`src/rtl/tone_pkg.sv`:
```
// Shared constants for the buzzer tone family: FSM encoding, mode codes and
// the nominal period / tolerance / timeout calculation used by driver and decoder.
package tone_pkg;

   typedef enum logic [1:0] {
      SILENT = 2'd0,
      ARMED  = 2'd1,
      LOCKED = 2'd2
   } state_e;

   localparam logic [1:0] MODE_OFF     = 2'd0;
   localparam logic [1:0] MODE_BASE    = 2'd1;
   localparam logic [1:0] MODE_HALF    = 2'd2;
   localparam logic [1:0] MODE_QUARTER = 2'd3;

   localparam int unsigned SEL_PERIOD  = 0;
   localparam int unsigned SEL_TOL     = 1;
   localparam int unsigned SEL_TIMEOUT = 2;

   // Mode k has period HALF_PERIOD << k, so a left shift by the mode code gives Pk.
   function automatic logic [63:0] tone_const(input logic [63:0] half_period,
                                              input int unsigned tol_shift,
                                              input int unsigned sel,
                                              input logic [1:0]  mode);
      logic [63:0] p;
      logic [63:0] p3;
      logic [63:0] result;
      p  = half_period << mode;
      p3 = half_period << 3;
      case (sel)
         SEL_PERIOD: result = p;
         SEL_TOL:    result = p >> tol_shift;
         default:    result = p3 + (p3 >> tol_shift) + 64'd1;
      endcase
      return result;
   endfunction

endpackage

```
`src/rtl/sync_rise.sv`:
```
// Two-flop synchronizer followed by a registered one-cycle rising-edge pulse.
module sync_rise (
   input  logic clk,
   input  logic RSTn,
   input  logic d,
   output logic rise
);

   logic sync_p0;
   logic sync_p1;

   // rise is taken from the first two stages so it appears one edge after sync_p0 sees the high
   always_ff @(posedge clk or negedge RSTn) begin
      if (!RSTn) begin
         sync_p0 <= 1'b0;
         sync_p1 <= 1'b0;
         rise    <= 1'b0;
      end else begin
         sync_p0 <= d;
         sync_p1 <= sync_p0;
         rise    <= sync_p0 & ~sync_p1;
      end
   end

endmodule

```
`src/rtl/tone_decoder.sv`:
```
// Measures the rising-edge period of tone_i and decodes it back to the 2-bit
// buzzer mode that would have generated it.
module tone_decoder
   import tone_pkg::*;
#(
   parameter int unsigned HALF_PERIOD = 50000001,
   parameter int unsigned TOL_SHIFT   = 4,
   parameter int unsigned CNT_W       = 30
) (
   input  logic             clk,
   input  logic             RSTn,
   input  logic             tone_i,
   output logic [7:0]       mode_o,
   output logic             locked_o,
   output logic             change_o,
   output logic             err_o,
   output logic [CNT_W-1:0] period_o
);

   localparam logic [63:0] HP = 64'(HALF_PERIOD);

   localparam logic [CNT_W-1:0] P1 = CNT_W'(tone_const(HP, TOL_SHIFT, SEL_PERIOD, MODE_BASE));
   localparam logic [CNT_W-1:0] P2 = CNT_W'(tone_const(HP, TOL_SHIFT, SEL_PERIOD, MODE_HALF));
   localparam logic [CNT_W-1:0] P3 = CNT_W'(tone_const(HP, TOL_SHIFT, SEL_PERIOD, MODE_QUARTER));
   localparam logic [CNT_W-1:0] T1 = CNT_W'(tone_const(HP, TOL_SHIFT, SEL_TOL, MODE_BASE));
   localparam logic [CNT_W-1:0] T2 = CNT_W'(tone_const(HP, TOL_SHIFT, SEL_TOL, MODE_HALF));
   localparam logic [CNT_W-1:0] T3 = CNT_W'(tone_const(HP, TOL_SHIFT, SEL_TOL, MODE_QUARTER));
   localparam logic [CNT_W-1:0] TIMEOUT = CNT_W'(tone_const(HP, TOL_SHIFT, SEL_TIMEOUT, MODE_OFF));

   logic             rise;
   logic [CNT_W-1:0] cnt;
   logic [CNT_W-1:0] p_meas;
   logic             match;
   logic [1:0]       match_mode;
   logic [1:0]       mode_q;
   state_e           state;

   sync_rise u_sync_rise (
      .clk  (clk),
      .RSTn (RSTn),
      .d    (tone_i),
      .rise (rise)
   );

   always_ff @(posedge clk or negedge RSTn) begin
      if (!RSTn) begin
         cnt <= '0;
      end else if (rise) begin
         cnt <= '0;
      end else if (cnt != TIMEOUT) begin
         cnt <= cnt + CNT_W'(1);
      end
   end

   assign p_meas = cnt + CNT_W'(1);

   // Windows cannot overlap for TOL_SHIFT >= 2, so priority order is irrelevant.
   always_comb begin
      match      = 1'b0;
      match_mode = MODE_OFF;
      if (p_meas >= P1 - T1 && p_meas <= P1 + T1) begin
         match      = 1'b1;
         match_mode = MODE_BASE;
      end else if (p_meas >= P2 - T2 && p_meas <= P2 + T2) begin
         match      = 1'b1;
         match_mode = MODE_HALF;
      end else if (p_meas >= P3 - T3 && p_meas <= P3 + T3) begin
         match      = 1'b1;
         match_mode = MODE_QUARTER;
      end
   end

   // rise takes precedence over timeout; a saturated count never matches, so that case errors.
   always_ff @(posedge clk or negedge RSTn) begin
      if (!RSTn) begin
         state    <= SILENT;
         mode_q   <= MODE_OFF;
         locked_o <= 1'b0;
         change_o <= 1'b0;
         err_o    <= 1'b0;
         period_o <= '0;
      end else begin
         change_o <= 1'b0;
         err_o    <= 1'b0;
         case (state)
            SILENT: begin
               if (rise) state <= ARMED;
            end
            ARMED, LOCKED: begin
               if (rise) begin
                  period_o <= p_meas;
                  if (match) begin
                     state    <= LOCKED;
                     locked_o <= 1'b1;
                     mode_q   <= match_mode;
                     change_o <= (match_mode != mode_q);
                  end else begin
                     state    <= ARMED;
                     locked_o <= 1'b0;
                     err_o    <= 1'b1;
                  end
               end else if (cnt == TIMEOUT) begin
                  state    <= SILENT;
                  locked_o <= 1'b0;
                  mode_q   <= MODE_OFF;
                  change_o <= (mode_q != MODE_OFF);
               end
            end
            default: begin
               state    <= SILENT;
               locked_o <= 1'b0;
            end
         endcase
      end
   end

   assign mode_o = {6'b0, mode_q};

endmodule
```
`config.mk`:
```
export PLATFORM = sky130hd
export DESIGN_NAME = tone_decoder
export DESIGN_NICKNAME = d
export VERILOG_FILES = /design/src/rtl/tone_pkg.sv /design/src/rtl/sync_rise.sv /design/src/rtl/tone_decoder.sv
export SDC_FILE = /design/constraint.sdc
export NUM_CORES = 1
export LEC_CHECK = 0
export CORE_MARGIN = 2
export CORE_UTILIZATION = 40
export CTS_BUF_LIST = sky130_fd_sc_hd__clkbuf_4 sky130_fd_sc_hd__clkbuf_8
export DETAILED_ROUTE_END_ITERATION = 8
export MAX_ROUTING_LAYER = met4
export PLACE_DENSITY = 0.62
export SYNTH_ARGS = -nofsm -noshare
export SYNTH_HDL_FRONTEND = slang
export SYNTH_SLANG_ARGS = --single-unit
```
`constraint.sdc`:
```
create_clock -name clk -period 3.6 [get_ports clk]
set_clock_uncertainty 0.05 [all_clocks]
set_input_delay 0.72 -clock clk [delete_from_list [all_inputs] [get_ports clk]]
set_output_delay 0.72 -clock clk [all_outputs]
set_load 0.02 [all_outputs]
```
==> results of run 1 <==
## cell type report
type / instances / area [sq um]
tap: 143 / 179
fill: 1076 / 5640
clock buffer: 13 / 173
inverter: 18 / 67.6
clock inverter: 3 / 65.1
sequential: 70 / 1760
timing repair buffer: 95 / 803
multi-input combinational: 431 / 2780
## through the flow
stage	hold slack, ns	setup slack (ns)	area [sq um]	cells	total power [W]
after floorplan	0.297	0.194	4740	565	0.00116
after global placement	0.307	0.0539	5490	755	0.00132
after detailed placement	0.309	0.0247	5490	755	0.00133
after CTS	0.331	0.0116	5730	771	0.00209
after global routing	0.351	-0.0246	5830	773	0.00218
final	0.328	0.0972	5830	773	0.00207
## worst register-to-register path: stages (launching register included)
cell	delay, ns
dfrtp_2	0.44
nand4_1	0.12
buf_4	0.18
or4_1	0.56
a221oi_2	0.33
nor4b_2	0.35
buf_4	0.17
and4bb_1	0.21
a31oi_1	0.09
a211o_1	0.35
or2_4	0.27
o211ai_1	0.14
mux2_2	0.20
## cells by family after synthesis
group | synth area share, %
flops | 37.1
buf+inv | 6.13
fa+ha+maj | 1.33
compound gates | 20.5
mux | 0.451
other cells | 0.0795
xor+xnor | 4.80
simple gates | 29.6
## registers in the layout, summed over array words and instances (netlist names)
name,flops
change_o,1
period_o,30
err_o,1
cnt,30
state,2
u_sync_rise.sync_p0,1
u_sync_rise.sync_p1,1
locked_o,1
u_sync_rise.rise,1
mode_q,2
## synth_stat cells, drive strengths merged (3+ instances only)
| cell | instances |
|---|---|
| dfrtp | 70 |
| nor2 | 62 |
| nand2 | 59 |
| o21ai | 45 |
| buf | 24 |
| clkbuf | 23 |
| a21oi | 21 |
| nand3 | 20 |
| xnor2 | 20 |
| inv | 18 |
| nand4 | 18 |
| nor4 | 18 |
| nor3 | 11 |
| or4 | 10 |
| and2 | 8 |
| and3 | 8 |
| and4 | 8 |
| o31a | 8 |
| nor4b | 6 |
| o211ai | 6 |
| ha | 5 |
| nand3b | 5 |
| o21a | 5 |
| xor2 | 5 |
| a211oi | 4 |
| nand2b | 4 |
| o2111ai | 4 |
| or2 | 4 |
| a21o | 3 |
| a31oi | 3 |
| a32oi | 3 |
| nor3b | 3 |
| o211a | 3 |
| o22ai | 3 |
| o31ai | 3 |
| o32ai | 3 |
## timing repair
| action | 4_1_cts | 5_1_grt |
|---|---|---|
| cloned | 0 | 1 |
| setup buffers | 0 | 1 |
| pin swaps | 0 | 4 |
| hold buffers | 0 | 0 |
| endpoints found under the setup margin | 1 | 6 |
| resized for setup | 1 | 18 |
## placed cells by master (no fill, tap or decap), types with 12 or more instances in the layout
| cell type | synthesis | routed |
|---|---|---|
| nor2_1 | 62 | 62 |
| clkbuf_8 | 0 | 12 |
| a21oi_1 | 21 | 21 |
| dfrtp_1 | 70 | 64 |
| buf_4 | 8 | 59 |
| xnor2_1 | 19 | 17 |
| clkdlybuf4s50_1 | 0 | 36 |
| nor4_1 | 14 | 12 |
| inv_1 | 18 | 18 |
| nand3_1 | 20 | 19 |
| o21ai_0 | 43 | 43 |
| nand2_1 | 59 | 58 |
| nand4_1 | 15 | 15 |
## worst max path at each step
stage / depth (start not counted) / from / endpoint
3_5_place_dp: 12 / cnt[3] / locked_o
2_1_floorplan: 12 / cnt[0] / change_o
5_1_grt: 13 / cnt[3] / locked_o
6_report: 12 / cnt[9] / locked_o
3_3_place_gp: 11 / cnt[9] / locked_o
4_1_cts: 12 / cnt[3] / locked_o
## layer usage
metal	up-vias	GRT usage (%)	share of wire, %
li1	2179	-	-
met1	2270	35.0	46
met2	224	35.0	44
met3	41	4.54	6.6
met4	0	9.27	3.3
met5	-	-	0
## power by group
group	total (W)	leakage [nW]	switching, W	internal, W
logic	0.000449	1.23	0.000278	0.000171
registers	0.000870	0.951	0.0000373	0.000833
clock network	0.000753	0.123	0.000300	0.000453
==> impl_summary.log, run 1 <==
[metrics] mean cell area of the mapped netlist: about 8.4 sq um
[metrics] cell type with the highest aggregate area in the netlist: dfrtp_1
[metrics] Clock H-tree levels: 3
[metrics] arrival time at the worst endpoint: around 3.8 ns
[metrics] largest vdd supply drop: between 0.3 and 0.4 mV
[metrics] commonest register cell after synthesis: dfrtp_1
[metrics] horizontal extent of the die: ~110 um
[metrics] status: finished clean
[metrics] Congestion Overflow GR: 0
[metrics] Hold Vio Cnt, Final: 0
[metrics] share of layout cells above drive strength 1: 19.0%
[metrics] number of DRC violations after detailed routing: 0
[metrics] EDFF count, synth: 0
[metrics] Worst Hold Path EP: u_sync_rise.sync_p1
[metrics] delay-heaviest family, CP: simple AND/OR/NAND/NOR gates
[metrics] cells taking the most area after synthesis: dfrtp_1, nor2_1, nand2_1
[metrics] detailed placer's ending HPWL: approximately 11000 um
[metrics] post-synthesis sequential area ratio: 37.1%
[metrics] capture point of the worst reg-to-reg path: locked_o
[metrics] required time of the critical path: 3.86 ns
[metrics] vias in the first global route: 4414
[metrics] worst hold-check path type: reg -> reg
[metrics] total number of vias: 4714
[metrics] synthesis-to-layout area growth: 23.6%
[metrics] power density over the cells: 356 nW/um^2
[metrics] clock transition at the registers of the reported paths: 0.07 ns
[metrics] Worst path max stage delay: about 0.56 ns
[metrics] relative slew slack: 40.2%
[metrics] hold path startpoint: u_sync_rise.sync_p0
[metrics] flop and latch count out of synthesis: 70
[metrics] count of nets after finishing: 633
[metrics] gate count of the mapped netlist: 560
[metrics] crit path cell chain: nand4_1, buf_4, or4_1, a221oi_2, nor4b_2, buf_4, and4bb_1, a31oi_1, a211o_1, or2_4, o211ai_1, mux2_2
[metrics] number of slew-limit violations in the final report: 0
[metrics] crit path kind: reg -> reg
[metrics] maximum fanout encountered on the critical timing path: 8
[metrics] buffers plus inverters on the worst setup path: 2
[metrics] launching point of the worst reg2reg path: cnt[9]
[metrics] highest-delay cell along the critical path: or4_1
[metrics] final count of negative-setup-slack endpoints: 0
[metrics] crit share post-route: 97.3%
[metrics] Row Count: 39
[metrics] Buffers on Ports: 37
[metrics] Clock Root Buffer: clkbuf_8
[metrics] top cell type's share of synthesized area: 37.1%
[metrics] latest clock arrival within the worst-skew pair: 0.37 ns
[metrics] WL final: roughly 15000 um
[metrics] via density per instance: 6.10
[metrics] CP startpoint kind: flip-flop
[metrics] Cells on Worst Hold Path: 0
[metrics] share of the core filled with cells in the final layout: a little over 50%
[metrics] number of CTS-inserted buffers: 9
[metrics] DR pass1 iterations: 6
[metrics] largest net degree at the start of global routing: 71
[metrics] global-route usage over all layers: 24.7%
[metrics] number of warning messages in the yosys log: 0
[metrics] Floorplan Core Area: 11500 sq um
[metrics] Synth cell types: 77
[metrics] Reg2Reg Setup Slack: 0.1 ns
[metrics] Worst Tran Pin Value: 0.897 ns
[metrics] area of the mapped netlist: 4720 sq um
[metrics] initial core utilization: 41.1%
[metrics] max-capacitance violation count: 0
[metrics] clock sink total: 70
[metrics] post-route minimum period: 3.50 ns
[metrics] CTS tree: yes
[metrics] number of cells on the worst reg-to-reg path: 12
[metrics] diodes inserted: 0
[metrics] Lkg Pwr: 2.30 nW
[metrics] global placement routability congestion: 0.991
[metrics] Vert. Die Dim: 113 um
[metrics] count of nets left with antenna violations after detail routing: 0
[metrics] # IOs: 44
[metrics] critical path's most frequent cell: buf_4
[metrics] first-iteration detailed-routing DRC count: 482
[metrics] asr flop ratio synth: 100%
[metrics] maximum operating frequency: 0.285 GHz
[metrics] Routed wire per std cell: between 15 and 20 um
[metrics] worst-case clock buffer depth: 2
[metrics] Total Neg Setup Slack: 0 ns
[metrics] initial antenna violation count: 0
[metrics] Setup crit end kind: flip-flop
[metrics] total die area: 12700 sq um
[metrics] first-pass GRT wire length: 24000 um
(Power assumes the default switching activity.)
==> run 2: changes to the inputs <==
--- a/config.mk
+++ b/config.mk
@@ -5,11 +5,11 @@
 export SDC_FILE = /design/constraint.sdc
 export NUM_CORES = 1
 export LEC_CHECK = 0
+export ABC_AREA = 1
 export CORE_MARGIN = 2
 export CORE_UTILIZATION = 40
 export CTS_BUF_LIST = sky130_fd_sc_hd__clkbuf_4 sky130_fd_sc_hd__clkbuf_8
 export DETAILED_ROUTE_END_ITERATION = 8
-export MAX_ROUTING_LAYER = met4
 export PLACE_DENSITY = 0.62
 export SYNTH_ARGS = -nofsm -noshare
 export SYNTH_HDL_FRONTEND = slang
==> impl_summary.log, run 2 <==
[metrics] status: finished clean (unchanged)
[metrics] latest clock arrival within the worst-skew pair: 0.38 ns (was 0.37 ns)
[metrics] net load switching power: 0.000646 W (was 0.000615 W)
[metrics] diodes inserted: 0 (unchanged)
[metrics] Floorplan Core Area: 12100 sq um (was 11500 sq um)
[metrics] power share of the combinational group: 18.7% (was 21.7%)
[metrics] detailed placer's ending HPWL: 12300 um (was 10900 um)
[metrics] initial antenna violation count: 0 (unchanged)
[metrics] global placement routability congestion: 0.979 (was 0.991)
[metrics] Congestion Overflow GR: 0 (unchanged)
[metrics] Sequential cell area: 1750 sq um (was 1760 sq um)
[metrics] arrival time at the worst endpoint: 3.33 ns (was 3.77 ns)
[metrics] count of nets after finishing: 813 (was 633)
[metrics] Synth cell types: 32 (was 77)
[metrics] DR pass1 iterations: 6 (unchanged)
[metrics] power density over the cells: 335 nW/um^2 (was 356 nW/um^2)
[metrics] final count of negative-setup-slack endpoints: 0 (unchanged)
[metrics] commonest register cell after synthesis: dfrtp_1 (unchanged)
[metrics] CP startpoint kind: flip-flop (unchanged)
[metrics] Switching Share: 33.9% (was 29.7%)
[metrics] global-route usage over all layers: 25.4% (was 24.7%)
[metrics] Worst Setup SP: cnt[0] (was cnt[9])
[metrics] mean cell area of the mapped netlist: 6.49 sq um (was 8.42 sq um)
[metrics] number of placed instances with taps included: 962 (was 755)
[metrics] total number of vias: 5056 (was 4714)
[metrics] count of nets left with antenna violations after detail routing: 0 (unchanged)
[metrics] xor and xnor area share after synthesis: 0.175% (was 4.80%)
[metrics] total die area: 13400 sq um (was 12700 sq um)
[metrics] maximum operating frequency: 0.319 GHz (was 0.285 GHz)
[metrics] worst-case clock buffer depth: 2 (unchanged)
[metrics] Lkg Pwr: 2.66 nW (was 2.30 nW)
[metrics] max-capacitance violation count: 0 (unchanged)
[metrics] maximum fanout encountered on the critical timing path: 11 (was 8)
[metrics] number of warning messages in the yosys log: 0 (unchanged)
[metrics] largest net degree at the start of global routing: 71 (unchanged)
[metrics] asr flop ratio synth: 100% (unchanged)
[metrics] Cells on Worst Hold Path: 1 (was 0)
[metrics] gate count of the mapped netlist: 769 (was 560)
[metrics] adder and majority gate portion of the synthesized area: 1.25% (was 1.33%)
[metrics] cell type with the highest aggregate area in the netlist: dfrtp_1 (unchanged)
[metrics] largest vdd supply drop: 0.349 mV (was 0.312 mV)
[metrics] number of CTS-inserted buffers: 9 (unchanged)
[metrics] hold path startpoint: u_sync_rise.sync_p1 (was u_sync_rise.sync_p0)
[metrics] dominant cell by count in the synthesized netlist: nand2_1 (was dfrtp_1)
[metrics] via density per instance: 5.17 (was 6.10)
[metrics] flop and latch count out of synthesis: 70 (unchanged)
[metrics] area occupied by multi-input gates: 2850 sq um (was 2780 sq um)
[metrics] share of cell area taken by muxes after synthesis: 0% (was 0.451%)
[metrics] unrepaired setup endpoints after global routing: false
[metrics] Clock H-tree levels: 3 (unchanged)
[metrics] synthesis-to-layout area growth: 14.1% (was 23.6%)
[metrics] leading registers by flop count: cnt x30, period_o x30 (unchanged)
[metrics] first-iteration detailed-routing DRC count: 504 (was 482)
[metrics] Clock Root Buffer: clkbuf_8 (unchanged)
[metrics] Worst Tran Pin Value: 0.933 ns (was 0.897 ns)
[metrics] number of cells on the worst reg-to-reg path: 20 (was 12)
[metrics] Buffers on Ports: 37 (unchanged)
[metrics] EDFF count, synth: 0 (unchanged)
[metrics] clock sink total: 70 (unchanged)
[metrics] area of the mapped netlist: 4990 sq um (was 4720 sq um)
[metrics] share of power burned in registers: 46.4% (was 42.0%)
[metrics] horizontal extent of the die: 116 um (was 113 um)
[metrics] share of layout cells above drive strength 1: 10.5% (was 19.0%)
[metrics] buffers inserted during post-CTS setup optimization: 0 (unchanged)
[metrics] post-route minimum period: 3.13 ns (was 3.50 ns)
[metrics] Hold Vio Cnt, Final: 0 (unchanged)
[metrics] count of fill cells added during filler insertion: 1298 (was 1076)
[metrics] WL final: 16000 um (was 14900 um)
[metrics] required time of the critical path: 3.80 ns (was 3.86 ns)
[metrics] crit path kind: reg -> reg (unchanged)
[metrics] top cell type's share of synthesized area: 35.1% (was 37.1%)
[metrics] Synth Area in Compound Gates: 5.09% (was 20.5%)
[metrics] CTS tree: yes (unchanged)
[metrics] worst hold-check path type: reg -> reg (unchanged)
[metrics] Routed wire per std cell: 16.4 um (was 19.3 um)
[metrics] Hold Buf Count CTS: 0 (unchanged)
[metrics] initial core utilization: 41.2% (was 41.1%)
[metrics] most frequent cells after synthesis: nand2_1, nor2_1, inv_1 (was dfrtp_1, nor2_1, nand2_1)
[metrics] Setup crit end kind: flip-flop (unchanged)
[metrics] launching point of the worst reg2reg path: cnt[0] (was cnt[9])
[metrics] most common cell after layout, fill and taps aside: nand2_1 (was dfrtp_1)
[metrics] highest-count cells in the layout ignoring fill and taps: nand2_1, nor2_1, inv_1 (was dfrtp_1, nor2_1, buf_4)
[metrics] Resize count post-CTS: 0 (was 1)
[metrics] vias in the first global route: 4829 (was 4414)
[metrics] post-synthesis simple-gate area fraction: 50.1% (was 29.6%)
[metrics] non-filler cells in the finished layout: 978 (was 773)
[metrics] dominant combinational cell family by area after synthesis: simple AND/OR/NAND/NOR gates (unchanged)
[metrics] Vert. Die Dim: 116 um (was 113 um)
[metrics] first-pass GRT wire length: 25600 um (was 24000 um)
[metrics] relative slew slack: 37.8% (was 40.2%)
[metrics] number of DRC violations after detailed routing: 0 (unchanged)
[metrics] number of slew-limit violations in the final report: 0 (unchanged)
[metrics] clock transition at the registers of the reported paths: 0.09 ns (was 0.07 ns)
[metrics] internal power consumption: 0.00126 W (was 0.00146 W)
[metrics] post-synthesis sequential area ratio: 35.1% (was 37.1%)
[metrics] # IOs: 44 (unchanged)
[metrics] crit share post-route: 87.0% (was 97.3%)
[metrics] cells taking the most area after synthesis: dfrtp_1, nand2_1, nor2_1 (was dfrtp_1, nor2_1, nand2_1)
[metrics] clock group share of total power: 34.9% (was 36.3%)
[metrics] Row Count: 40 (was 39)
[metrics] Total Neg Setup Slack: 0 ns (unchanged)
## run 2: cell types whose count changed after synthesis, moves of 10 or more
cell / before / now
nand3_1: 20 / 62
inv_1: 18 / 75
nand2_2: 0 / 21
nor2_2: 0 / 14
xnor2_1: 19 / 0
a21oi_1: 21 / 6
buf_2: 12 / 2
nand4_1: 15 / 27
nor2_4: 0 / 13
nand2_1: 59 / 261
nor2_1: 62 / 109
clkbuf_1: 23 / 10
## run 2: cell families after synthesis
kind of cell,count (synthesis)
compound gates,49
xor+xnor,1
fa+ha+maj,5
buf+inv,101
flops,70
other cells,1
simple gates,542
## run 2: final cells by class
| class | instances | share of cell area, % |
|---|---|---|
| Multi-Input combinational cell | 603 | 50.0 |
| Sequential cell | 70 | 30.7 |
| Timing Repair Buffer | 39 | 6.72 |
| Inverter | 82 | 5.40 |
| Tap cell | 168 | 3.69 |
| Clock buffer | 9 | 2.17 |
| Clock inverter | 7 | 1.30 |
## run 2: worst paths after layout
kind                               endpoint  slack, ns
min in group asynchronous            cnt[5]       0.40
max in group asynchronous           cnt[26]       2.45
min                        u_sync_rise.rise       0.35
max                                change_o       0.47
max reg2reg                        change_o       0.47
min reg2reg                u_sync_rise.rise       0.35
## run 2: routing by layer
| layer | wire length [um] | up-vias | track usage (%) |
|---|---|---|---|
| li1 | - | 2506 | - |
| met1 | 7500 | 2346 | 35.6 |
| met2 | 7050 | 174 | 38.6 |
| met3 | 1010 | 30 | 4.34 |
| met4 | 466 | 0 | 11.2 |
| met5 | 0 | - | 0 |
## run 2: metrics by stage
step / power [W] / hold slack [ns] / setup slack (ns) / cell area [sq um] / util, %
6_report: 0.00191 / 0.349 / 0.469 / 5700 / 47.1
3_3_place_gp: 0.00124 / 0.328 / 0.616 / 5500 / 45.4
2_1_floorplan: 0.00112 / 0.304 / 1.09 / 5010 / -
5_1_grt: 0.00200 / 0.374 / 0.159 / 5700 / 47.1
4_1_cts: 0.00192 / 0.355 / 0.506 / 5700 / 47.1
3_5_place_dp: 0.00125 / 0.332 / 0.540 / 5500 / 45.4
## run 2: worst max-delay path, cell delays in order, from the launching register on
cell,delay [ns]
dfrtp_1,0.47
ha_1,0.40
nand2_1,0.17
nor2_4,0.19
nand2_4,0.08
nor2_4,0.27
inv_1,0.09
nand2_1,0.06
nand2_1,0.14
nor2_1,0.17
nand3_1,0.12
nor2_1,0.13
nand3_1,0.08
nand3_1,0.07
nand2_1,0.06
nand2_2,0.11
nand3_4,0.08
nand2_2,0.10
inv_1,0.05
nand2_1,0.06
nand2_1,0.04
## run 2: power by group through the flow
stage / clock [W] / sequential [W] / combinational, W
floorplan: 0 / 0.000902 / 0.000216
finish: 0.000665 / 0.000884 / 0.000357
detailed placement: 0 / 0.000896 / 0.000351
CTS: 0.000687 / 0.000881 / 0.000353
global route: 0.000717 / 0.000889 / 0.000394
global placement: 0 / 0.000894 / 0.000350
==> run 3: changes to the inputs <==
--- a/config.mk
+++ b/config.mk
@@ -10,7 +10,8 @@
 export CORE_UTILIZATION = 40
 export CTS_BUF_LIST = sky130_fd_sc_hd__clkbuf_4 sky130_fd_sc_hd__clkbuf_8
 export DETAILED_ROUTE_END_ITERATION = 8
-export PLACE_DENSITY = 0.62
+export PLACE_DENSITY = 0.66
+export SETUP_SLACK_MARGIN = 0.4
 export SYNTH_ARGS = -nofsm -noshare
 export SYNTH_HDL_FRONTEND = slang
 export SYNTH_SLANG_ARGS = --single-unit
==> impl_summary.log, run 3 (synthesized netlist as in run 2, its figures left out) <==
[metrics] status: finished clean (unchanged)
[metrics] number of slew-limit violations in the final report: 0 (unchanged)
[metrics] max-capacitance violation count: 0 (unchanged)
[metrics] Total Neg Setup Slack: 0 ns (unchanged)
[metrics] required time of the critical path: 3.79 ns (was 3.80 ns)
[metrics] largest vdd supply drop: 0.267 mV (was 0.349 mV)
[metrics] post-route minimum period: 2.85 ns (was 3.13 ns)
[metrics] Hold Buf Count CTS: 0 (unchanged)
[metrics] count of nets after finishing: 818 (was 813)
[metrics] worst hold-check path type: in -> async (was reg -> reg)
[metrics] total die area: 13400 sq um (unchanged)
[metrics] most common cell after layout, fill and taps aside: nand2_1 (unchanged)
[metrics] Worst Hold Margin: 0.316 ns (was 0.349 ns)
[metrics] setup ws final: 0.746 ns (was 0.469 ns)
[metrics] Clock Root Buffer: clkbuf_8 (unchanged)
[metrics] Congestion Overflow GR: 0 (unchanged)
[metrics] crit share post-route: 79.3% (was 87.0%)
[metrics] power density over the cells: 330 nW/um^2 (was 335 nW/um^2)
[metrics] diodes inserted: 0 (unchanged)
[metrics] final count of negative-setup-slack endpoints: 0 (unchanged)
[metrics] share of layout cells above drive strength 1: 11.5% (was 10.5%)
[metrics] leading registers by flop count: cnt x30, period_o x30 (unchanged)
[metrics] global placement routability congestion: 0.958 (was 0.979)
[metrics] synthesis-to-layout area growth: 15.4% (was 14.1%)
[metrics] number of placed instances with taps included: 966 (was 962)
[metrics] latest clock arrival within the worst-skew pair: 0.36 ns (was 0.38 ns)
[metrics] first-iteration detailed-routing DRC count: 414 (was 504)
[metrics] CTS tree: yes (unchanged)
[metrics] unrepaired setup endpoints after global routing: false (unchanged)
[metrics] clock sink total: 70 (unchanged)
[metrics] maximum operating frequency: 0.350 GHz (was 0.319 GHz)
[metrics] Floorplan Core Area: 12100 sq um (unchanged)
[metrics] largest net degree at the start of global routing: 42 (was 71)
[metrics] Overall Power: 0.00190 W (was 0.00191 W)
[metrics] first-pass GRT wire length: 24300 um (was 25600 um)
[metrics] maximum fanout encountered on the critical timing path: 9 (was 11)
[metrics] Hold Vio Cnt, Final: 0 (unchanged)
[metrics] Vert. Die Dim: 116 um (unchanged)
[metrics] Reg2Reg Setup Slack: 0.75 ns (was 0.47 ns)
[metrics] Clock H-tree levels: 3 (unchanged)
[metrics] Row Count: 40 (unchanged)
[metrics] non-filler cells in the finished layout: 983 (was 978)
[metrics] number of CTS-inserted buffers: 9 (unchanged)
[metrics] DR pass1 iterations: 5 (was 6)
[metrics] via density per instance: 5.08 (was 5.17)
[metrics] Setup crit end kind: flip-flop (unchanged)
[metrics] arrival time at the worst endpoint: 3.05 ns (was 3.33 ns)
[metrics] vias in the first global route: 4813 (was 4829)
[metrics] crit path kind: reg -> reg (unchanged)
[metrics] initial core utilization: 41.2% (unchanged)
[metrics] detailed placer's ending HPWL: 11600 um (was 12300 um)
[metrics] pre-CTS WS: 0.528 ns (was 0.540 ns)
[metrics] Routed wire per std cell: 15.0 um (was 16.4 um)
[metrics] Worst Tran Pin Value: 0.625 ns (was 0.933 ns)
[metrics] highest-count cells in the layout ignoring fill and taps: nand2_1, nor2_1, inv_1 (unchanged)
[metrics] count of nets left with antenna violations after detail routing: 0 (unchanged)
[metrics] number of DRC violations after detailed routing: 0 (unchanged)
[metrics] relative slew slack: 58.3% (was 37.8%)
[metrics] # IOs: 44 (unchanged)
[metrics] initial antenna violation count: 0 (unchanged)
[metrics] count of fill cells added during filler insertion: 1305 (was 1298)
[metrics] WL final: 14700 um (was 16000 um)
[metrics] Lkg Pwr: 2.68 nW (was 2.66 nW)
[metrics] global-route usage over all layers: 23.8% (was 25.4%)
[metrics] CP startpoint kind: flip-flop (unchanged)
[metrics] clock transition at the registers of the reported paths: 0.09 ns (about the same)
[metrics] worst-case clock buffer depth: 2 (unchanged)
[metrics] total number of vias: 4998 (was 5056)
[metrics] Buffers on Ports: 37 (unchanged)
[metrics] horizontal extent of the die: 116 um (unchanged)
==> run 3: per-layer routing <==
layer,share of wire (%),vias up,wire length (um),track usage [%]
li1,-,2511,-,-
met1,47,2276,6950,32.9
met2,43,168,6280,35.7
met3,5.7,43,843,4.29
met4,4.4,0,643,12.4
met5,0,-,0,0
==> run 3: final cells by class <==
class	instances	area, sq um	area share (%)
Clock inverter	7	81.3	1.41
Tap cell	168	210	3.65
Sequential cell	70	1750	30.4
Multi-Input combinational cell	603	2850	49.5
Clock buffer	9	124	2.15
Inverter	82	308	5.34
Timing Repair Buffer	44	430	7.47
==> run 3: worst max-delay path: stages, from the launching register on <==
cell and delay [ns]:
dfrtp_1 0.43, ha_2 0.30, nand2_1 0.13, nor2_4 0.18
nand2_4 0.08, nor2_4 0.15, inv_1 0.07, nand2_1 0.06
nand2_1 0.15, nor2_1 0.18, nand3_1 0.11, nor3_1 0.21
nand3_1 0.10, nand3_1 0.10, nand2_2 0.10, nand2_1 0.09
nand2_1 0.05, nand2_1 0.05, nand2_1 0.05, nand2_1 0.05
nand2_1 0.04
==> run 3: path summary, 6_finish.rpt <==
check,startpoint,endpoint,cells after the start
max,cnt[1],change_o,20
min in group clk,u_sync_rise.sync_p0,u_sync_rise.sync_p1,0
max in group asynchronous,RSTn,locked_o,2
min reg2reg,u_sync_rise.sync_p0,u_sync_rise.sync_p1,0
max reg2reg,cnt[1],change_o,20
min,RSTn,period_o[2],1
==> run 3: what timing repair did <==
item | in CTS | in global routing
endpoints found under the setup margin | 0 | 7
hold endpoints to repair | 0 | 0
buffers inserted | 0 | 1
resized for setup | 0 | 4
==> run 3: per-stage QoR <==
stage          area [sq um]  util (%)
2_1_floorplan          5010         -
3_3_place_gp           5530      45.7
3_5_place_dp           5530      45.7
4_1_cts                5730      47.3
5_1_grt                5760      47.6
6_report               5760      47.6
==> run 3: power breakdown <==
group          switching, W  internal, W
Combinational      0.000234     0.000111
Clock              0.000346     0.000328
Sequential        0.0000496     0.000833
Total              0.000630      0.00127
